### src/rtl/hid_key_events.sv
// Keyboard report differ: turns report-to-report changes into press/release events, 16-cycle scan per report.
// Events are queued in a FIFO with valid/ready; on a full FIFO they are dropped and overflow is flagged.
module hid_key_events #(
    parameter int FIFO_DEPTH = 16
) (
    input  logic       clk,
    input  logic       reset,
    input  logic [1:0] usb_type,
    input  logic       usb_report,
    input  logic [7:0] key_modifiers,
    input  logic [7:0] key1,
    input  logic [7:0] key2,
    input  logic [7:0] key3,
    input  logic [7:0] key4,
    output logic       ev_valid,
    input  logic       ev_ready,
    output logic       ev_press,
    output logic [7:0] ev_code,
    output logic       busy,
    output logic       overflow
);
    localparam int AW = $clog2(FIFO_DEPTH);
    localparam logic [AW:0] DEPTH_C = (AW+1)'(FIFO_DEPTH);

    typedef enum logic [1:0] {IDLE, SCAN_MOD, SCAN_REL, SCAN_PRS} state_t;

    state_t          state_q, state_d;
    logic [2:0]      idx_q, idx_d;
    logic [7:0]      new_mod_q, new_mod_d, prev_mod_q, prev_mod_d;
    logic [3:0][7:0] new_keys_q, new_keys_d, prev_keys_q, prev_keys_d;
    logic            busy_q, busy_d, overflow_q, overflow_d;
    logic [AW-1:0]   wr_ptr_q, wr_ptr_d, rd_ptr_q, rd_ptr_d;
    logic [AW:0]     count_q, count_d;
    logic [8:0]      fifo_mem [FIFO_DEPTH];

    logic [3:0][7:0] in_keys;
    logic            rollover, prev_nonzero;
    logic            cand_vld, cand_press;
    logic [7:0]      cand_code, slot_code;
    logic [3:0][7:0] scan_keys, other_keys;
    logic            seen;
    logic            push, pop;

    assign in_keys = {key4, key3, key2, key1};

    // Candidate for the current scan step; a slot is skipped if its code is in
    // the other report or already appeared in an earlier slot of this report.
    always_comb begin
        cand_vld   = 1'b0;
        cand_press = 1'b0;
        cand_code  = 8'h00;
        scan_keys  = prev_keys_q;
        other_keys = new_keys_q;
        if (state_q == SCAN_PRS) begin
            scan_keys  = new_keys_q;
            other_keys = prev_keys_q;
        end
        slot_code = scan_keys[idx_q[1:0]];
        seen = 1'b0;
        for (int j = 0; j < 4; j++) begin
            if (other_keys[j] == slot_code) seen = 1'b1;
            if (j < int'(idx_q[1:0]) && scan_keys[j] == slot_code) seen = 1'b1;
        end
        case (state_q)
            SCAN_MOD: begin
                if (new_mod_q[idx_q] != prev_mod_q[idx_q]) begin
                    cand_vld   = 1'b1;
                    cand_press = new_mod_q[idx_q];
                    cand_code  = {5'b11100, idx_q};
                end
            end
            SCAN_REL, SCAN_PRS: begin
                if (slot_code != 8'h00 && !seen) begin
                    cand_vld   = 1'b1;
                    cand_press = (state_q == SCAN_PRS);
                    cand_code  = slot_code;
                end
            end
            default: ;
        endcase
    end

    always_comb begin
        state_d      = state_q;
        idx_d        = idx_q;
        new_mod_d    = new_mod_q;
        new_keys_d   = new_keys_q;
        prev_mod_d   = prev_mod_q;
        prev_keys_d  = prev_keys_q;
        busy_d       = busy_q;
        rollover     = 1'b0;
        for (int j = 0; j < 4; j++) begin
            if (in_keys[j] == 8'h01) rollover = 1'b1;
        end
        prev_nonzero = (prev_mod_q != 8'h00) || (prev_keys_q != '0);
        case (state_q)
            IDLE: begin
                if (usb_report && usb_type == 2'd1) begin
                    if (!rollover) begin
                        new_mod_d  = key_modifiers;
                        new_keys_d = in_keys;
                        state_d    = SCAN_MOD;
                        idx_d      = 3'd0;
                        busy_d     = 1'b1;
                    end
                end else if (usb_type != 2'd1 && prev_nonzero) begin
                    // Keyboard gone: scan an empty report to release everything held.
                    new_mod_d  = 8'h00;
                    new_keys_d = '0;
                    state_d    = SCAN_MOD;
                    idx_d      = 3'd0;
                    busy_d     = 1'b1;
                end
            end
            SCAN_MOD: begin
                if (idx_q == 3'd7) begin
                    state_d = SCAN_REL;
                    idx_d   = 3'd0;
                end else begin
                    idx_d = idx_q + 3'd1;
                end
            end
            SCAN_REL: begin
                if (idx_q == 3'd3) begin
                    state_d = SCAN_PRS;
                    idx_d   = 3'd0;
                end else begin
                    idx_d = idx_q + 3'd1;
                end
            end
            SCAN_PRS: begin
                if (idx_q == 3'd3) begin
                    state_d     = IDLE;
                    idx_d       = 3'd0;
                    prev_mod_d  = new_mod_q;
                    prev_keys_d = new_keys_q;
                    busy_d      = 1'b0;
                end else begin
                    idx_d = idx_q + 3'd1;
                end
            end
            default: state_d = IDLE;
        endcase
    end

    assign ev_valid = (count_q != '0);
    assign pop      = ev_valid && ev_ready;
    assign push     = cand_vld && ((count_q < DEPTH_C) || pop);

    always_comb begin
        wr_ptr_d   = wr_ptr_q + AW'(push);
        rd_ptr_d   = rd_ptr_q + AW'(pop);
        count_d    = count_q + (AW+1)'(push) - (AW+1)'(pop);
        overflow_d = overflow_q | (cand_vld & ~push);
    end

    assign {ev_press, ev_code} = ev_valid ? fifo_mem[rd_ptr_q] : 9'd0;
    assign busy     = busy_q;
    assign overflow = overflow_q;

    always_ff @(posedge clk) begin
        if (reset) begin
            state_q     <= IDLE;
            idx_q       <= 3'd0;
            new_mod_q   <= 8'h00;
            new_keys_q  <= '0;
            prev_mod_q  <= 8'h00;
            prev_keys_q <= '0;
            busy_q      <= 1'b0;
            overflow_q  <= 1'b0;
            wr_ptr_q    <= '0;
            rd_ptr_q    <= '0;
            count_q     <= '0;
        end else begin
            state_q     <= state_d;
            idx_q       <= idx_d;
            new_mod_q   <= new_mod_d;
            new_keys_q  <= new_keys_d;
            prev_mod_q  <= prev_mod_d;
            prev_keys_q <= prev_keys_d;
            busy_q      <= busy_d;
            overflow_q  <= overflow_d;
            wr_ptr_q    <= wr_ptr_d;
            rd_ptr_q    <= rd_ptr_d;
            count_q     <= count_d;
        end
    end

    always_ff @(posedge clk) begin
        if (push) fifo_mem[wr_ptr_q] <= {cand_press, cand_code};
    end

endmodule
### config.mk
export PLATFORM = sky130hd
export DESIGN_NAME = hid_key_events
export DESIGN_NICKNAME = d
export VERILOG_FILES = /design/src/rtl/hid_key_events.sv
export SDC_FILE = /design/constraint.sdc
export NUM_CORES = 1
export LEC_CHECK = 0
export CAP_MARGIN = 25
export CORE_AREA = 4 4 172 174
export CTS_BUF_LIST = sky130_fd_sc_hd__clkbuf_8
export DETAILED_ROUTE_END_ITERATION = 6
export DIE_AREA = 0 0 176 178
export GPL_TIMING_DRIVEN = 0
export SYNTH_ARGS = -nofsm -noshare
export SYNTH_HDL_FRONTEND = slang
export SYNTH_SLANG_ARGS = --single-unit
### constraint.sdc
create_clock -name clk -period 5.2 [get_ports clk]
set_input_delay 0.52 -clock clk [delete_from_list [all_inputs] [get_ports clk]]
set_output_delay 0.52 -clock clk [all_outputs]
set_load 0.03 [all_outputs]
# == Word level (Yosys, flattened, before mapping) ==
# Memories as Yosys holds them, arrays and structs flattened. A register that Yosys moved wholly into a read port is not among the register bits.
# Index checks and enable logic that the tools add are counted.
# op_classes
n_mux,56
reduce_logical,24
add_sub_neg,5
n_lt_le_gt_ge,6
eq_ne,25
bitwise_logic,3
# ops
op,count
$mux 32,5
$eq 8x8->1,7
$mux 8,6
$eq 8x1->1 const B,4
$reduce_bool 32->1,1
$mux 1,23
$bmux 8 s2,1
$pmux 8 s2,1
$reduce_bool 8->1,2
$mux 3,5
$mux 2,6
$mux 9,1
$pmux 3 s3,1
$add 4x1->4,2
$logic_and 1x1->1,8
$pmux 2 s4,1
$bmux 1 s3,2
$ne 2x2->1 const B,3
$ne 3x3->1 const B,2
$pmux 1 s2,3
$add 5x1->5,1
$lt 5x5->1 const B,1
$reduce_and 5->1,1
$reduce_bool 5->1,1
other kinds (24),31
# word_totals
mem_bits_rw,144
mem_count,1
out_inout_bits,12
ff_bits,100
# mem_list
name,words,word_bits,read_ports,rd_ports_with_merged_regs,write_ports,line,rtl
fifo_mem,16,9,1,1,1,34,logic [8:0] fifo_mem [FIFO_DEPTH];

# == Logic depth before layout (Yosys ltp) ==
# Gate-level depths: netlist of run 1.
# logic_depth
ltp_word,20
ltp_mapped,26

# == Worst setup path before layout of run 1 ==
# No wires, ideal clock.
# synth_path
path_type,register to register
start,register state_q[0]
end,"memory fifo_mem[1][0], enable pin"
arrival_time_ns,4.296
path_stages_with_launch,16
required_ns,4.773
path_slack_ns,0.477
cell_sequence,dfxtp_1 > ha_1 > buf_6 > buf_6 > buf_6 > buf_4 > buf_4 > buf_6 > mux4_2 > xnor2_1 > nand2_1 > o41ai_1 > and4_1 > a31oi_2 > nand4_4 > a2111oi_0
# synth_between
elab_chain_len,19
elab_cells_between_ends,33
classes_between,10 x eq/ne; 15 x mux; 8 x reduce/logical
# synth_lines
element,line,rtl
start: declaration,27,"state_t state_q, state_d;"
start signal: assignment,175,state_q <= state_d;
$eq 2x2->1,"54, 64",
$mux 32,54,if (state_q == SCAN_PRS) begin
$bmux 8 s2,58,slot_code = scan_keys[idx_q[1:0]];
$mux 8 (implied by the code),58,
$eq 8x8->1 (on tied branches),"61, 62",
$mux 1 or $logic_and 1x1->1 (tied branches),"61, 62",
$mux 1,62,if (j < int'(idx_q[1:0]) && scan_keys[j] == slot_code) seen = 1'b1;
$mux 1,61,if (other_keys[j] == slot_code) seen = 1'b1;
[... 3 more ...],n/a,
$mux 1,61,
$logic_not 1->1,73,if (slot_code != 8'h00 && !seen) begin
$logic_and 1x1->1,73,
$mux 1,73,
$pmux 1 s2 *,64,case (state_q)
$logic_and 1x1->1 *,148,assign push = cand_vld && ((count_q < DEPTH_C) || pop);
$mux 1 *,190,"if (push) fifo_mem[wr_ptr_q] <= {cand_press, cand_code};"
$mux 1 (implied by the code) *,190,
end: declaration,34,
# Mark *: on every way between the ends. The rest lies on a longest branch, timed or not. The select of a mux whose other input is x is not followed.

# == Final worst setup path of run 1 ==
# layout_path
start,register state_q[1]
end,register count_q[4]
# layout_between
elab_chain_len,19
elab_cells_between_ends,33
classes_between,2 x add/sub; 10 x eq/ne; 13 x mux; 8 x reduce/logical
# layout_lines
element,line,rtl
$eq 2x2->1,"54, 64",
$mux 32,54,
$bmux 8 s2,58,
$mux 8 (implied by the code),58,
$eq 8x8->1 (on tied branches),"61, 62",
$mux 1 or $logic_and 1x1->1 (tied branches),"61, 62",
$mux 1,62,
$mux 1,61,
[... 3 more ...],n/a,
$mux 1,61,
$logic_not 1->1,73,
$logic_and 1x1->1,73,
$mux 1,73,
$pmux 1 s2 *,64,
$logic_and 1x1->1 *,148,
$add 5x1->5 *,153,count_d = count_q + (AW+1)'(push) - (AW+1)'(pop);
$sub 5x1->5 *,153,
end signal: assignment,185,count_q <= count_d;
end: declaration,33,"logic [AW:0] count_q, count_d;"
# Marked as above.
# A chain may end at the register's enable or synchronous reset.

==> results of run 1 <==
-- repair_timing --
item	4_1_cts	5_1_grt
resized for setup	7	31
endpoints found under the setup margin	3	1
pin swaps	2	4
buffers inserted	1	4
-- critical path: stages, from the launching register on --
cell     delay, ns
dfxtp_1       0.38
ha_1          0.21
buf_8         0.19
buf_12        0.18
buf_8         0.18
buf_8         0.19
buf_8         0.18
buf_6         0.18
mux2i_1       0.23
xor2_1        0.26
o22ai_1       0.16
nor4_1        0.30
nand3_1       0.16
o21a_1        0.26
nand4_4       0.12
buf_6         0.16
a21o_1        0.13
ha_1          0.22
inv_1         0.06
ha_1          0.16
inv_1         0.06
fa_1          0.39
inv_1         0.08
a21oi_1       0.07
nor2_1        0.12
or3_1         0.12
a21oi_1       0.05
-- flip-flops by register name, summed over array words and instances, names as in the netlist --
name and count:
prev_keys_q 32, new_keys_q 32, rd_ptr_q 4, idx_q 3
state_q 2, prev_mod_q 8, fifo_mem 144, busy 1
wr_ptr_q 4, count_q 5, overflow 1, new_mod_q 8
-- layer usage --
layer	share of wire [%]	track usage [%]
met3	6.3	3.79
met1	47	33.3
met2	45	34.6
met5	0	0
met4	2.0	5.69
-- through the flow --
stage	setup WS, ns	setup TNS, ns	cell area [um^2]	power (mW)
2_1_floorplan	0.477	0	12400	2.72
3_3_place_gp	-2.08	-69.44	13400	2.97
3_5_place_dp	-0.318	-0.348	13600	2.98
4_1_cts	0.0143	0	14400	4.58
5_1_grt	0.00670	0	14600	4.79
6_report	0.225	0	14600	4.56
-- cell usage after synthesis (4+ instances only) --
master     instances  area, um^2
nand2_1          151         567
edfxtp_1         144        4320
a21oi_1          111         556
dfxtp_1          100        2000
mux4_2            60        1350
mux2i_1           57         571
nand3_1           52         260
clkbuf_1          43         161
nor2_1            41         154
xor2_1            27         236
xnor2_1           22         193
ha_1              21         263
inv_1             20        75.1
mux2_2            17         191
nor4_1            17         106
nor2b_1           16         100
and2_1            13        81.3
buf_1             12        45.0
nand2b_1          12        75.1
o21ai_0           12        60.1
nand4_1           10        62.6
o22ai_1           10        62.6
a211oi_1           8        60.1
buf_6              8        90.1
buf_2              6        30.0
nor3_1             6        30.0
a2111oi_0          5        43.8
a21o_1             5        37.5
and3_1             4        25.0
buf_4              4        30.0
nor4b_1            4        35.0
or3_1              4        25.0
or4_1              4        30.0
-- how the worst max path moves through the flow --
stage               slack [ns]              to  startpoint  cells after the start
detailed placement       -0.32      count_q[4]  state_q[1]                     26
floorplan                 0.48  fifo_mem[1][0]  state_q[0]                     15
global placement         -2.08  fifo_mem[1][5]  state_q[0]                     15
global route             0.007      count_q[4]  state_q[1]                     22
CTS                       0.01      count_q[4]  state_q[0]                     26
finish                    0.22      count_q[4]  state_q[1]                     26
-- where the power goes --
part,internal [mW],switching [mW]
clock,0.821,0.777
combinational,0.383,0.484
sequential,2.06,0.0321
-- kinds of logic after synthesis --
group	after synthesis	synth area share [%]
compound gates	184	9.01
xor+xnor	49	3.46
fa+ha+maj	22	2.28
buf+inv	96	3.58
flops	244	51.0
mux	134	17.0
simple gates	350	13.7
-- cell type report --
class                      count  area (um^2)
fill                        2514        13100
sequential                   244         6330
multi-input combinational    739         5800
timing repair buffer          85          786
clock buffer                  43          592
tap                          378          473
buffer                        74          413
clock inverter                30          164
inverter                      22         82.6
==> impl_metrics.env, run 1 <==
export IMPL_status="completed"
export IMPL_clock_skew_ns=0.0204
export IMPL_htreeDepth=2
export IMPL_utilization_pct=52.7
export IMPL_synth_cell_types=72
export IMPL_arrival_ns=5.38
export IMPL_final_layout_size_suffix_gt1_share_pct=17.3
export IMPL_clk_pin_slew_ns=0.06
export IMPL_slew_headroom_pct=35.6
export IMPL_cts_sinks=244
export IMPL_num_nets_final=1275
export IMPL_rr_endpoint="count_q[4]"
export IMPL_clock_latency_ns=0.56
export IMPL_min_period_ns=4.98
export IMPL_grt_overflow=0
export IMPL_die_h_um=178
export IMPL_grt_pass1_vias=8939
export IMPL_clockBufferDepth=3
export IMPL_yosysWarnings=0
export IMPL_syn_inst=1079
export IMPL_setup_violations=0
export IMPL_ir_drop_mv=0.257
export IMPL_max_cap_violations=0
export IMPL_drtPass1Iterations=6
export IMPL_final_cell_mix="151 x nand2_1, 144 x edfxtp_1, 111 x a21oi_1"
export IMPL_hold_class="register to register"
export IMPL_post_route_period_util_pct=95.7
export IMPL_routedWlPerCell_um=21.9
export IMPL_dp_cells=1530
export IMPL_r2r_start="state_q[1]"
export IMPL_hold_path_end="prev_mod_q[0]"
export IMPL_grt_pass1_wl_um=54100
export IMPL_drc=0
export IMPL_grt_max_degree=17
export IMPL_crit_type="register to register"
export IMPL_gp_congestion=0.935
export IMPL_avgViaCountPerCell=5.69
export IMPL_antenna_found_initial=0
export IMPL_ios=58
export IMPL_initial_utilization_pct=44.7
export IMPL_tightest_slew_ns=0.966
export IMPL_min_from="new_mod_q[0]"
export IMPL_cts_hold_buf=0
export IMPL_fmax_ghz=0.201
export IMPL_port_buffers=56
export IMPL_syn_num_nets=1147
export IMPL_seq_area_frac_synth_pct=51.0
export IMPL_netlist_area_um2=12400
export IMPL_fp_coreArea_um2=27800
export IMPL_worst_r2r_setup_slack_ns=0.22
export IMPL_diodes=0
export IMPL_avgSynthCellArea_um2=11.5
export IMPL_start_kind="register"
export IMPL_final_common_cell="nand2_1"
export IMPL_p_leak_nw=4.89
export IMPL_rsz0062_at_grt="no"
export IMPL_cts_buffers=41
export IMPL_synthFlopType="edfxtp_1"
export IMPL_cts_tree="yes"
export IMPL_maxSlewViolCount=0
export IMPL_end_kind="register"
export IMPL_synth_edf_count=144
export IMPL_cts_root_buf="clkbuf_8"
export IMPL_antenna_left=0
export IMPL_cp_data_required_time_ns=5.61
export IMPL_die_area_um2=31300
export IMPL_async_reset_ff_share_pct=0
export IMPL_holdPathStages=2
export IMPL_drt_total_wl_um=35300
export IMPL_final_cells=1615
export IMPL_via_count=9183
export IMPL_ys_ff_latch=244
export IMPL_final_hold_violation_count=0
export IMPL_dpl_hpwl_um=26100
export IMPL_area_growth_pct=17.9
export IMPL_die_x_um=176
export IMPL_powerDensity_nw_per_um2=311
export IMPL_rows=61
export IMPL_r2r_cells=26
export IMPL_grt_total_usage_pct=22.5
export IMPL_cp_max_fo=10
export IMPL_drtIter0Drc=878
export IMPL_whs_ns=0.458
Power figures use the tool's default switching activity.
==> run 2: changes to the inputs <==
Settings changed: CORE_AREA 4 4 172 174 to 4 4 149 151, DIE_AREA 0 0 176 178 to 0 0 153 155, PLACE_DENSITY from default to 0.79.
==> run 2 against run 1 <==
Sequential power about the same. Combinational power hardly changed. Wire length fell by 3.4%. Core utilization rose by 17 points. Clock power is essentially flat. First-iteration DRC count up 44%. Critical path depth fell by 1. Design area is 1.2% lower. Highest routed layer unchanged. Register-to-register slack got worse by 0.09 ns. Maximum frequency down 1.8%. The flow now finishes with violations (DRC).
==> impl_metrics.env, run 2 (synthesis results as in run 1) <==
export IMPL_status="complete, but fails checks"
export IMPL_violations="DRC"
export IMPL_htreeDepth=2
export IMPL_tns_ns=0
export IMPL_hold_class="register to register"
export IMPL_num_fill_cells=1502
export IMPL_cts_root_buf="clkbuf_8"
export IMPL_crit_type="register to register"
export IMPL_antenna_left=0
export IMPL_num_nets_final=1265
export IMPL_r2r_start="state_q[1]"
export IMPL_max_cap_violations=0
export IMPL_final_common_cell="nand2_1"
export IMPL_drc=1
export IMPL_final_layout_size_suffix_gt1_share_pct=17.0
export IMPL_final_hold_violation_count=0
export IMPL_grt_pass1_vias=8906
export IMPL_final_cell_mix="150 x nand2_1, 144 x edfxtp_1, 111 x a21oi_1"
export IMPL_dpl_hpwl_um=25000
export IMPL_area_growth_pct=16.5
export IMPL_p_leak_nw=4.85
export IMPL_setup_violations=0
export IMPL_grt_pass1_wl_um=51900
export IMPL_die_h_um=155
export IMPL_cts_buffers=39
export IMPL_clock_skew_ns=0.0377
export IMPL_powerDensity_nw_per_um2=315
export IMPL_rr_endpoint="count_q[4]"
export IMPL_min_period_ns=5.07
export IMPL_cp_endpoint="count_q[4]"
export IMPL_cts_sinks=244
export IMPL_grt_total_usage_pct=28.2
export IMPL_slew_headroom_pct=32.8
export IMPL_largest_reg_flops=144
export IMPL_ir_drop_mv=0.242
export IMPL_drtPass1Iterations=7
export IMPL_via_count=9519
export IMPL_start_kind="register"
export IMPL_cts_tree="yes"
export IMPL_cp_max_fo=10
export IMPL_initial_utilization_pct=59.6
export IMPL_tightest_slew_ns=1.01
export IMPL_routedWlPerCell_um=22.7
export IMPL_fmax_ghz=0.197
export IMPL_antenna_found_initial=1
export IMPL_clock_latency_ns=0.55
export IMPL_drtIter0Drc=1264
export IMPL_worst_r2r_setup_slack_ns=0.13
export IMPL_reg_top3="fifo_mem (144), new_keys_q (32), prev_keys_q (32)"
export IMPL_drt_total_wl_um=34100
export IMPL_end_kind="register"
export IMPL_avgViaCountPerCell=6.33
export IMPL_arrival_ns=5.44
export IMPL_p_total_mw=4.56
export IMPL_cp_data_required_time_ns=5.58
export IMPL_die_x_um=153
export IMPL_ios=58
export IMPL_crit_path_start="state_q[1]"
export IMPL_rows=53
export IMPL_grt_overflow=0
export IMPL_grt_max_degree=17
export IMPL_fp_coreArea_um2=20800
export IMPL_port_buffers=56
export IMPL_clk_pin_slew_ns=0.06
export IMPL_clockBufferDepth=3
export IMPL_maxSlewViolCount=0
export IMPL_gp_congestion=0.974
export IMPL_post_route_period_util_pct=97.5
export IMPL_die_area_um2=23700
export IMPL_diodes=0
export IMPL_r2r_cells=25
export IMPL_largest_register="fifo_mem"
## run 2: changes by cell type in the layout (fill, tap and decap cells not counted), moves of 2 or more
cell	previous run	this run
clkinv_2	3	5
clkinv_1	8	5
inv_1	35	33
buf_2	8	5
clkbuf_8	43	45
buf_4	24	18
mux2i_1	47	50
mux2i_2	8	5
## run 2: through the flow
step	instance area, um^2	worst slack (ns)	hold slack (ns)	util (%)	cells
after global placement	13300	-1.55	0.454	63.9	1410
final	14500	0.131	0.460	69.4	1503
after detailed placement	13400	-0.257	0.456	64.5	1419
after floorplan	12400	0.477	0.442	-	1079
after CTS	14200	0.0171	0.464	68.4	1492
after global routing	14500	-0.00924	0.481	69.4	1503
## run 2: final cells by class
class	instances	area [um^2]	share of cell area, %
plain buffers	74	407	2.81
clock buffers	44	606	4.19
clock inverters	28	164	1.13
inverters	22	82.6	0.571
multi-input cells	739	5780	40.0
flip-flops and latches	244	6330	43.8
well taps	275	344	2.38
repair buffers	77	737	5.10
## run 2: worst min-delay path by stage
stage | startpoint | slack (ns) | end | cells after the start
6_report | new_mod_q[6] | 0.46 | prev_mod_q[6] | 2
5_1_grt | new_mod_q[6] | 0.48 | new_mod_q[6] | 2
4_1_cts | new_mod_q[6] | 0.46 | new_mod_q[6] | 2
3_5_place_dp | new_mod_q[6] | 0.46 | prev_mod_q[6] | 2
3_3_place_gp | new_mod_q[6] | 0.45 | prev_mod_q[6] | 2
2_1_floorplan | new_mod_q[2] | 0.44 | prev_mod_q[2] | 2
## run 2: routing by layer
metal	global-route usage, %	share of wire, %	routed length [um]
met4	9.80	3.3	1140
met1	41.4	41	14000
met3	6.76	11	3890
met2	41.5	44	15100
met5	0	0	0
## run 2: timing repair
item	4_1_cts	5_1_grt
endpoints found under the setup margin	3	6
pin swaps	2	5
gates resized for setup	8	31
hold buffers	0	0
buffers inserted	1	2
## run 2: report_power, final
part,internal (mW),switching (mW)
Clock,0.836,0.758
Sequential,2.06,0.0340
Combinational,0.382,0.487
## run 2: critical path: stages, from the launching register on
cell	delay, ns
dfxtp_1	0.38
ha_1	0.20
buf_8	0.19
buf_8	0.19
buf_6	0.19
buf_8	0.18
buf_6	0.19
buf_4	0.23
mux2i_1	0.26
a21oi_1	0.12
a2111oi_0	0.51
and4_2	0.37
a31oi_4	0.06
nand4_4	0.14
buf_6	0.15
a21o_1	0.18
ha_1	0.24
inv_1	0.06
ha_1	0.15
inv_1	0.05
fa_1	0.39
inv_1	0.07
a21oi_1	0.06
nor2_1	0.12
or3_1	0.12
a21oi_1	0.05
==> run 3: changes to the inputs <==
Settings changed: HOLD_SLACK_MARGIN from default to 0.02.
==> results of run 3 <==
Same layout as run 2: the final DEF is identical, and so are final timing and power.
